File: src/rtl/shift_normalizer.sv
// Sequential left-normalizer: shifts an accepted 8-bit operand left one bit per clock until normalized.
// Define SHIFT_NORM_ARITH_EN to compile in sign-normalize mode selected per operand by in_arith.
//
// state   | meaning
// S_IDLE  | waiting for an operand, in_ready high
// S_SHIFT | shifting working register until the stop condition holds
// S_DONE  | result presented, held until out_ready
module shift_normalizer (
  input  logic       clk,
  input  logic       rst_n,
  input  logic       in_valid,
  output logic       in_ready,
  input  logic [7:0] in_data,
  input  logic       in_arith,
  output logic       out_valid,
  input  logic       out_ready,
  output logic [7:0] out_data,
  output logic [3:0] out_n,
  output logic       out_zero,
  output logic       busy
);

  typedef enum logic [1:0] {S_IDLE, S_SHIFT, S_DONE} state_t;

  state_t     r_state;
  state_t     w_state_nxt;
  logic [7:0] r_w;
  logic [3:0] r_cnt;
  logic       r_zero;
  logic       w_stop;
  logic       w_accept;

  assign w_accept = (r_state == S_IDLE) && in_valid;

`ifdef SHIFT_NORM_ARITH_EN
  logic r_arith;

  always_ff @(posedge clk or negedge rst_n) begin
    if (!rst_n)
      r_arith <= 1'b0;
    else if (w_accept)
      r_arith <= in_arith;
  end

  // Sign-normalize stops one short of full width: the sign bit itself must survive.
  assign w_stop = r_arith ? ((r_w[7] ^ r_w[6]) || (r_cnt == 4'd7))
                          : (r_w[7] || (r_cnt == 4'd8));
`else
  logic w_unused;
  assign w_unused = in_arith;
  assign w_stop   = r_w[7] || (r_cnt == 4'd8);
`endif

  always_ff @(posedge clk or negedge rst_n) begin
    if (!rst_n)
      r_state <= S_IDLE;
    else
      r_state <= w_state_nxt;
  end

  always_comb begin
    w_state_nxt = r_state;
    case (r_state)
      S_IDLE:  if (in_valid) w_state_nxt = S_SHIFT;
      S_SHIFT: if (w_stop) w_state_nxt = S_DONE;
      S_DONE:  if (out_ready) w_state_nxt = S_IDLE;
      default: w_state_nxt = S_IDLE;
    endcase
  end

  always_ff @(posedge clk or negedge rst_n) begin
    if (!rst_n) begin
      r_w    <= 8'h00;
      r_cnt  <= 4'd0;
      r_zero <= 1'b0;
    end else if (w_accept) begin
      r_w    <= in_data;
      r_cnt  <= 4'd0;
      r_zero <= (in_data == 8'h00);
    end else if ((r_state == S_SHIFT) && !w_stop) begin
      r_w    <= {r_w[6:0], 1'b0};
      r_cnt  <= r_cnt + 4'd1;
    end
  end

  assign in_ready  = (r_state == S_IDLE);
  assign out_valid = (r_state == S_DONE);
  assign busy      = (r_state != S_IDLE);
  assign out_data  = r_w;
  assign out_n     = r_cnt;
  assign out_zero  = r_zero;

endmodule

File: config.mk
export PLATFORM = sky130hd
export DESIGN_NAME = shift_normalizer
export DESIGN_NICKNAME = d
export VERILOG_FILES = /design/src/rtl/shift_normalizer.sv
export SDC_FILE = /design/constraint.sdc
export NUM_CORES = 1
export LEC_CHECK = 0
export ABC_AREA = 1
export CAP_MARGIN = 40
export CORE_UTILIZATION = 32
export CTS_BUF_LIST = sky130_fd_sc_hd__clkbuf_16
export CTS_CLUSTER_DIAMETER = 150
export DETAILED_ROUTE_END_ITERATION = 8
export PLACE_DENSITY = 0.58
export SKIP_LAST_GASP = 1
export SLEW_MARGIN = 20
export SYNTH_ARGS = -nofsm -noshare
export SYNTH_HDL_FRONTEND = slang
export SYNTH_SLANG_ARGS = --single-unit
File: constraint.sdc
create_clock -name clk -period 3.5 [get_ports clk]
set_clock_uncertainty 0.15 [all_clocks]
set_input_delay 0.35 -clock clk [delete_from_list [all_inputs] [get_ports clk]]
set_output_delay 0.35 -clock clk [all_outputs]
set_load 0.02 [all_outputs]
---- After elaboration in Yosys (flattened, before gate mapping) ----
Index checks and enable logic that the tools add are counted.
word-level totals
  bits in read-only memories .............. 0
  word-level logic and storage cells ...... 28
  memories ................................ 0
  register bits ........................... 15
  memory bits (writable) .................. 0
  output and inout bits ................... 16
  input bits .............................. 13
  bits in latches ......................... 0
cells by class
  reductions and logical operators ........ 9
  magnitude comparators ................... 0
  shift-type cells ........................ 0
  add/sub/neg operators ................... 1
  multiply operators ...................... 0
  equality and inequality tests ........... 6
  div/mod/pow operators ................... 0
  mux-type cells .......................... 8
  bitwise operators ....................... 0
operator list
  operator                                                         count
  8-bit two-way mux                                                2
  8-bit logical NOT                                                1
  4-bit two-way mux                                                2
  2-bit two-way mux                                                3
  2-bit one-hot mux with 3 select lines                            1
  4-bit by 1-bit adder with 4-bit output, second input constant    1
  4-bit == test, second input constant                             1
  2-bit != test, second input constant                             2
  2-bit nonzero test                                               2
  3-bit AND reduction                                              1
  2-bit by 1-bit == test with 1-bit output, second input constant  1
  2-bit == test, second input constant                             1
  1-bit logical AND                                                2
  2-bit logical NOT                                                1
  2-bit by 1-bit != test with 1-bit output, second input constant  1
  1-bit logical NOT                                                1
  1-bit logical OR                                                 1

---- Depth between registers and ports, before layout ----
Gate-level depths: netlist (run 1).
  depth in word-level cells ............... 6
  gate-level depth with buffers ........... 8
  mapped depth without buffers ............ 7

---- Worst setup path after synthesis (run 1) ----
No wires, ideal clock.
  kind .................................... reg-to-reg
  from .................................... register r_cnt[0], in the netlist out_n[0]
  to ...................................... register r_state[1]
  path buffers ............................ 1
  stages on the path, launching flop included .. 8
  slack ................................... 1983 ps
  setup time .............................. 126 ps
  arrival ................................. 1242 ps
  data required time ...................... 3224 ps
  period minus slack after synthesis ...... 1517 ps
  cell sequence ........................... dfrtp_1 > inv_1 > ha_1 > nand3_2 > nand3_2 > buf_2 > nand2_1 > o31ai_1
on the way
  cells in the longest elaborated chain, start to end .. 4
RTL lines
  what                                  line  source
  start, declared                       28    logic [3:0] r_cnt;
  start signal, assigned                82    r_cnt <= r_cnt + 4'd1;
  4-bit == test                         51    assign w_stop = r_w[7] || (r_cnt == 4'd8);
  1-bit logical OR                      51
  2-bit != test (no source line)        n/a
  3-bit AND reduction (no source line)  n/a
  end signal, assigned                  58    r_state <= w_state_nxt;
  end, declared                         25    state_t r_state;
Every way passes these cells.
A chain may end at the register's enable or synchronous reset.

---- Worst setup path after layout (run 1) ----
  from .................................... register r_state[0]
  to ...................................... output in_ready
on the way
  cells in the longest elaborated chain, start to end .. 1
RTL lines
  what               line  source
  2-bit logical NOT  86    assign in_ready = (r_state == S_IDLE);
  end, declared      12    output logic in_ready,
Every way passes these cells.

==> flow_summary.yaml, run 1 <==
status:
  outcome: "finished, final reports clean"
critical_path:
  cp_max_fo: 4
  startpoint_type: "register"
  worst_ep_required_time_ns: 3.00
  crit_start: "r_state[0]$_DFFE_PN0P_"
  reg2reg_from: "out_n[0]$_DFFE_PN0P_"
  max_stage_delay_ns: 0.62
  crit_type: "register to output port"
  end_kind: "output port"
  cp_cell_sequence: "nor2_2 > clkdlybuf4s50_1"
  cp_slowest_cell: "clkdlybuf4s50_1"
  worstPathArrival_ns: 1.44
timing:
  slew_violations: 0
  grt_setup_unrepaired: "false"
  fin_setup_tns_ns: 0
  max_freq_mhz: 517
  hold_violations: 0
  worst_pin_slew_ns: 0.683
  slew_headroom: 0.543
  period_share: 0.553
  period_minus_slack_ns: 1.94
  hold_slack_ns: 0.333
  finalSetupViolCount: 0
  layout_setup_ws_ns: 1.56
placement:
  io_buffers: 27
  place_inst: 160
  dpl-instance-area_mm2: 0.00110
  post-place-ws_ns: 1.46
  dp_hpwl_mm: 1.36
  gp_congestion: 0.708
global_routing:
  antenna_found_initial: 0
  grt_pass1_vias: 758
  grt_use_met2: 0.264
  top_usage_layer: "met2"
  grt_pass1_wl_mm: 3.19
  met3_usage: 0.0201
  grt_util_met1: 0.194
  grt_overflow: 0
  grt_max_degree: 31
  grtUsageTotal: 0.157
cts:
  cts_buffers: 3
  cts_setup_buffers: 0
  insertion_delay_ns: 0.24
  cts.sink_count: 15
  cts_tree: "yes"
  ctsLongestPathBuffers: 2
  postCtsHoldBufs: 0
  clkTransAtPathRegs_ns: 0.05
  clock-root-buffer: "clkbuf_16"
  post_cts_resized: 0
  h-tree-depth: 1
hold_path:
  hold_class: "register to register"
  min_from: "out_zero$_DFFE_PN0P_"
logic_synthesis:
  synth_seq_cells: 15
  yosysWarnings: 0
  synth_area_um2: 833
  syn_nets: 123
  synthDistinctLibCells: 18
  seq_area_frac_synth: 0.450
  synthCells: 108
  syn_area_per_cell_um2: 7.72
detailed_routing:
  drt-pass1-iter-count: 4
  drt_wl_total_mm: 1.87
  via_count: 781
  drt-initial-drc-count: 13
  wl_per_cell_um: 11.4
  viasPerCell: 4.76
  drtAntennaViolNets: 0
  drcViolationCount: 0
die:
  die_x_um: 53.0
  num_rows: 18
  die_h_um: 53.0
  core-area_mm2: 0.00248
  die-area_mm2: 0.00281
  start_util: 0.336
  pin_count: 29
cells_and_area:
  drive_gt1_frac: 0.0672
  fin_nets: 150
  multi_input_area_um2: 354
  diodes: 0
  instances_no_fill: 164
  fin_area_mm2: 0.00118
  seqCellArea_um2: 375
  area_growth_pct: 41.7
  fillers: 268
run:
  cap_viol_max_count: 0
power_and_ir_drop:
  powerDensity_mw_per_mm2: 876
  ir_drop_mv: 0.457
  p_leak_nw: 0.585
-- power by group --
group | switching (mW) | total [mW] | internal, mW | leakage (nW)
Clock | 0.0689 | 0.221 | 0.152 | 0.0409
Sequential | 0.0653 | 0.304 | 0.239 | 0.197
Combinational | 0.298 | 0.509 | 0.212 | 0.347
-- placed cells by master (no fill, tap or decap), types with 2 or more instances in the layout --
| cell | count |
|---|---|
| clkdlybuf4s50_1 | 27 |
| o21ai_0 | 2 |
| o21ai_1 | 8 |
| nand3_1 | 12 |
| clkbuf_16 | 3 |
| nand4_1 | 5 |
| inv_1 | 17 |
| nor2_1 | 3 |
| nand3_2 | 2 |
| nor2_2 | 2 |
| dfrtp_1 | 15 |
| nand2_1 | 31 |
| ha_1 | 2 |
-- cell usage after synthesis, drive strengths merged --
cell type | number | area, µm²
xor2 | 1 | 8.76
nand2 | 32 | 123
o21ai | 10 | 50.1
ha | 2 | 25.0
o31ai | 1 | 7.51
nor2 | 5 | 23.8
buf | 5 | 40.0
nand3 | 14 | 80.1
nand4 | 5 | 31.3
nor3 | 1 | 5.00
inv | 17 | 63.8
dfrtp | 15 | 375
-- critical path: cells and delay by family, from the launching register on --
family                 cells  cell delay (ns)
buffers and inverters      1             0.62
DFF                        1             0.41
and+or+nand+nor            1             0.16
-- state kept, by name, indices dropped and copies added, names as in the netlist --
name,count
out_data,8
r_state,2
out_n,4
out_zero,1
-- metrics by stage --
step | total power, mW | utilization
2_1_floorplan | 0.640 | -
3_3_place_gp | 0.811 | 0.444
3_5_place_dp | 0.821 | 0.444
4_1_cts | 1.05 | 0.477
5_1_grt | 1.12 | 0.477
6_report | 1.03 | 0.477
-- worst paths after layout --
kind | slack (ns) | cells after the start | end
min in group asynchronous | 0.37 | 1 | r_state[1]$_DFFE_PN0P_
hold reg to reg | 0.33 | 2 | out_zero$_DFFE_PN0P_
setup reg to reg | 1.65 | 6 | out_n[1]$_DFFE_PN0P_
max in group asynchronous | 2.39 | 1 | out_n[3]$_DFFE_PN0P_
hold / removal | 0.33 | 2 | out_zero$_DFFE_PN0P_
setup / recovery | 1.56 | 2 | in_ready
-- per-layer routing --
metal,vias to the layer above,part of all wire
li1,397,-
met1,353,0.50
met2,29,0.45
met3,2,0.050
met4,0,0.0075
met5,-,0
-- final cells by class --
class,count,share of cell area
Sequential cell,15,0.318
Tap cell,30,0.0318
Multi-Input combinational cell,71,0.300
Timing Repair Buffer,27,0.229
Clock buffer,3,0.0636
Clock inverter,1,0.00424
Inverter,17,0.0540
-- cell families (layout without fill, tap and decap cells) --
| kind of cell | after synthesis | after routing | synth area share |
|---|---|---|---|
| flops | 15 | 15 | 0.450 |
| xor+xnor | 1 | 1 | 0.0105 |
| fa+ha+maj | 2 | 2 | 0.0300 |
| buf+inv | 22 | 48 | 0.125 |
| simple gates | 57 | 57 | 0.315 |
| compound gates | 11 | 11 | 0.0691 |
Note: power is estimated with default switching activity, not from simulation.
==> run 2: changes to the inputs <==
==> constraint.sdc (replaced) <==
create_clock -name clk -period 2.03 [get_ports clk]
set_clock_uncertainty 0.15 [all_clocks]
set_input_delay 0.203 -clock clk [delete_from_list [all_inputs] [get_ports clk]]
set_output_delay 0.203 -clock clk [all_outputs]
set_load 0.02 [all_outputs]
==> flow_summary.yaml, run 2 (synthesis gave the netlist of run 1 again) <==
timing:
  hold_violations: 0
  period_minus_slack_ns: 1.79
  layout_setup_ws_ns: 0.238
  slew_headroom: 0.739
  period_share: 0.883
  slew_violations: 0
  max_freq_mhz: 558
  fin_setup_tns_ns: 0
  finalSetupViolCount: 0
  worst_pin_slew_ns: 0.391
  hold_slack_ns: 0.139
  grt_setup_unrepaired: "false"
global_routing:
  antenna_found_initial: 0
  grt_overflow: 0
  grt_pass1_wl_mm: 3.08
  grt_max_degree: 24
  grtUsageTotal: 0.147
  grt_pass1_vias: 746
power_and_ir_drop:
  p_seq_frac: 0.290
  p_leak_nw: 0.600
  ir_drop_mv: 0.678
  pwr-share-clk: 0.207
  p_switching_uw: 744
  power.total_mw: 1.80
  p_int_mw: 1.06
  powerDensity_mw_per_mm2: 1500
  combPwrFrac: 0.503
  p_sw_frac: 0.412
cts:
  postCtsHoldBufs: 0
  cts.sink_count: 15
  insertion_delay_ns: 0.24
  ctsLongestPathBuffers: 2
  clkTransAtPathRegs_ns: 0.05
  cts_buffers: 3
  post_cts_resized: 0
  h-tree-depth: 1
  cts_setup_buffers: 0
  clock-root-buffer: "clkbuf_16"
  cts_tree: "yes"
critical_path:
  startpoint_type: "register"
  crit_type: "register to output port"
  worst_ep_required_time_ns: 1.68
  ff2ff_path_depth: 7
  end_kind: "output port"
  worstPathArrival_ns: 1.44
  cp_max_fo: 4
cells_and_area:
  drive_gt1_frac: 0.0803
  diodes: 0
  area_growth_pct: 44.3
  largest_reg_flops: 8
  fin_nets: 153
  layout_common_cells: "nand2_1 (31), clkdlybuf4s50_1 (27), inv_1 (18)"
  fin_area_mm2: 0.00120
  final_common_cell: "nand2_1"
  fillers: 259
die:
  die-area_mm2: 0.00281
  core-area_mm2: 0.00248
  start_util: 0.336
  die_x_um: 53.0
  pin_count: 29
  die_h_um: 53.0
  num_rows: 18
placement:
  io_buffers: 27
  dpl-instance-area_mm2: 0.00112
  dp_hpwl_mm: 1.31
  post-place-ws_ns: 0.415
  gp_congestion: 0.692
detailed_routing:
  drt-initial-drc-count: 8
  drcViolationCount: 0
  via_count: 777
  drt-pass1-iter-count: 4
  drtAntennaViolNets: 0
  viasPerCell: 4.65
  drt_wl_total_mm: 1.81
  wl_per_cell_um: 10.8
hold_path:
  hold_class: "input pin to async pin"
status:
  outcome: "finished, final reports clean"
run:
  cap_viol_max_count: 0
[run 2: cell count changes in the layout (fill, tap and decap cells not counted)]
| cell | change |
|---|---|
| buf_4 | +3 |
| clkinv_2 | -1 |
| inv_1 | +1 |
[run 2: final timing paths]
path | slack, ns | startpoint | end
min in group clk | 0.33 | out_zero$_DFFE_PN0P_ | out_zero$_DFFE_PN0P_
setup reg to reg | 0.42 | out_n[0]$_DFFE_PN0P_ | out_data[4]$_DFFE_PN0P_
max in group asynchronous | 1.41 | rst_n | out_n[2]$_DFFE_PN0P_
hold / removal | 0.14 | rst_n | r_state[1]$_DFFE_PN0P_
setup / recovery | 0.24 | r_state[1]$_DFFE_PN0P_ | in_ready
hold reg to reg | 0.33 | out_zero$_DFFE_PN0P_ | out_zero$_DFFE_PN0P_
[run 2: power by group through the flow]
stage	Sequential (mW)	Combinational [mW]	Clock, mW
2_1_floorplan	0.617	0.486	0
3_3_place_gp	0.526	0.899	0
3_5_place_dp	0.525	0.910	0
4_1_cts	0.523	0.912	0.377
5_1_grt	0.543	1.01	0.397
6_report	0.523	0.907	0.373
[run 2: per-layer routing]
| metal | track usage | part of all wire | vias up |
|---|---|---|---|
| met5 | 0 | 0 | - |
| li1 | - | - | 400 |
| met1 | 0.191 | 0.50 | 344 |
| met2 | 0.257 | 0.43 | 33 |
| met3 | 0.0201 | 0.072 | 0 |
| met4 | 0.0307 | 0 | 0 |
[run 2: area by class of cell]
cell class | count | area, µm² | share of cell area
clock buffer | 3 | 75.1 | 0.0624
clock inverter | 1 | 3.75 | 0.00312
inverter | 17 | 63.8 | 0.0531
multi-input combinational | 71 | 354 | 0.294
sequential | 15 | 375 | 0.312
tap | 30 | 37.5 | 0.0312
timing repair buffer | 30 | 293 | 0.243
[run 2: worst max-delay path, cell delays in order, from the launching register on]
cell	delay [ns]
dfrtp_1	0.42
nor2_2	0.16
clkdlybuf4s50_1	0.62
[run 2: through the flow]
step           cells   util
2_1_floorplan    108      -
3_3_place_gp     163  0.454
3_5_place_dp     163  0.454
4_1_cts          167  0.485
5_1_grt          167  0.485
6_report         167  0.485
==> run 3: changes to the inputs <==
--- a/config.mk
+++ b/config.mk
@@ -7,6 +7,7 @@
 export LEC_CHECK = 0
 export ABC_AREA = 1
 export CAP_MARGIN = 40
+export CORE_MARGIN = 5
 export CORE_UTILIZATION = 32
 export CTS_BUF_LIST = sky130_fd_sc_hd__clkbuf_16
 export CTS_CLUSTER_DIAMETER = 150
==> flow_summary.yaml, run 3 (synthesis gave the netlist of run 1 again) <==
critical_path:
  reg2reg_from: "out_n[0]$_DFFE_PN0P_"
  worstPathArrival_ns: 1.44
  worst_ep_required_time_ns: 1.68
  cp_slowest_cell: "clkdlybuf4s50_1"
  crit_start: "r_state[0]$_DFFE_PN0P_"
  crit_type: "register to output port"
  cp_max_fo: 4
  startpoint_type: "register"
  max_stage_delay_ns: 0.62
  end_kind: "output port"
  cpLargestDelayFamily: "buffers and inverters"
  cp_cell_sequence: "nor2_2 > clkdlybuf4s50_1"
  critical_path_buf_inv_count: 1
timing:
  hold_violations: 0
  slew_violations: 0
  slew_headroom: 0.747
  worst_pin_slew_ns: 0.379
  period_minus_slack_ns: 1.80
  fin_setup_tns_ns: 0
  hold_slack_ns: 0.134
  finalSetupViolCount: 0
  grt_setup_unrepaired: "false"
  period_share: 0.885
  max_freq_mhz: 557
cts:
  cts_tree: "yes"
  clock-root-buffer: "clkbuf_16"
  insertion_delay_ns: 0.24
  postCtsHoldBufs: 0
  cts_buffers: 3
  post_cts_resized: 0
  cts_setup_buffers: 0
  cts.sink_count: 15
  ctsLongestPathBuffers: 2
  clkTransAtPathRegs_ns: 0.05
  h-tree-depth: 1
die:
  die-area_mm2: 0.00372
  core-area_mm2: 0.00248
  die_x_um: 61.0
  die_h_um: 61.0
  pin_count: 29
  num_rows: 18
  start_util: 0.336
placement:
  io_buffers: 27
  dpl-instance-area_mm2: 0.00112
  gp_congestion: 0.770
  dp_hpwl_mm: 1.48
  place_inst: 163
status:
  outcome: "finished, final reports clean"
cells_and_area:
  diodes: 0
  instances_no_fill: 167
  final_common_cell: "nand2_1"
  fin_area_mm2: 0.00120
  drive_gt1_frac: 0.0876
  largest_reg_flops: 8
  fin_nets: 153
  layout_common_cells: "nand2_1 (31), clkdlybuf4s50_1 (27), inv_1 (17)"
  area_growth_pct: 44.4
detailed_routing:
  drt-initial-drc-count: 7
  viasPerCell: 4.66
  drt_wl_total_mm: 1.98
  drt-pass1-iter-count: 4
  drtAntennaViolNets: 0
  wl_per_cell_um: 11.8
  via_count: 778
  drcViolationCount: 0
power_and_ir_drop:
  powerDensity_mw_per_mm2: 1510
  power.total_mw: 1.82
  ir_drop_mv: 0.713
  p_leak_nw: 0.598
hold_path:
  hold_class: "input pin to async pin"
global_routing:
  grt_overflow: 0
  grt_pass1_vias: 786
  grt_max_degree: 17
  grt_pass1_wl_mm: 3.37
  antenna_found_initial: 0
  grtUsageTotal: 0.121
run:
  cap_viol_max_count: 0
run 3: path summary, 6_finish.rpt:
kind	depth (start not counted)	slack, ns	end
min reg2reg	2	0.33	out_zero$_DFFE_PN0P_
min	2	0.13	out_n[0]$_DFFE_PN0P_
max	2	0.23	in_ready
max reg2reg	6	0.38	out_n[1]$_DFFE_PN0P_
min in group clk	2	0.33	out_zero$_DFFE_PN0P_
max in group asynchronous	2	1.42	out_data[1]$_DFFE_PN0P_
run 3: area by class of cell:
cell class                      instances  area (µm²)
Multi-Input combinational cell         71         354
Fill cell                             264        1270
Sequential cell                        15         375
Clock buffer                            3        75.1
Clock inverter                          1        5.00
Tap cell                               30        37.5
Timing Repair Buffer                   30         293
Inverter                               17        63.8
run 3: per-stage QoR:
step / util / setup slack, ns
global placement: 0.454 / 0.386
global route: 0.486 / 0.113
finish: 0.486 / 0.234
floorplan: - / 0.513
CTS: 0.486 / 0.223
detailed placement: 0.454 / 0.363
run 3: worst reg2reg max path, cell delays in order (launching register included):
cell and delay (ns):
dfrtp_1 0.41, inv_1 0.11, ha_1 0.18, nand3_2 0.12, nand3_2 0.09, nand2_1 0.23
o21ai_0 0.26
run 3: per-layer routing:
metal | GRT usage | share of wire
met1 | 0.154 | 0.47
met2 | 0.196 | 0.43
met3 | 0.0398 | 0.094
met4 | 0.0372 | 0.0035
met5 | 0 | 0
run 3: power by group:
| part | switching (mW) | internal [mW] | total (mW) | leakage, nW |
|---|---|---|---|---|
| registers | 0.111 | 0.411 | 0.523 | 0.197 |
| clock network | 0.119 | 0.263 | 0.381 | 0.0409 |
| logic | 0.524 | 0.388 | 0.912 | 0.361 |
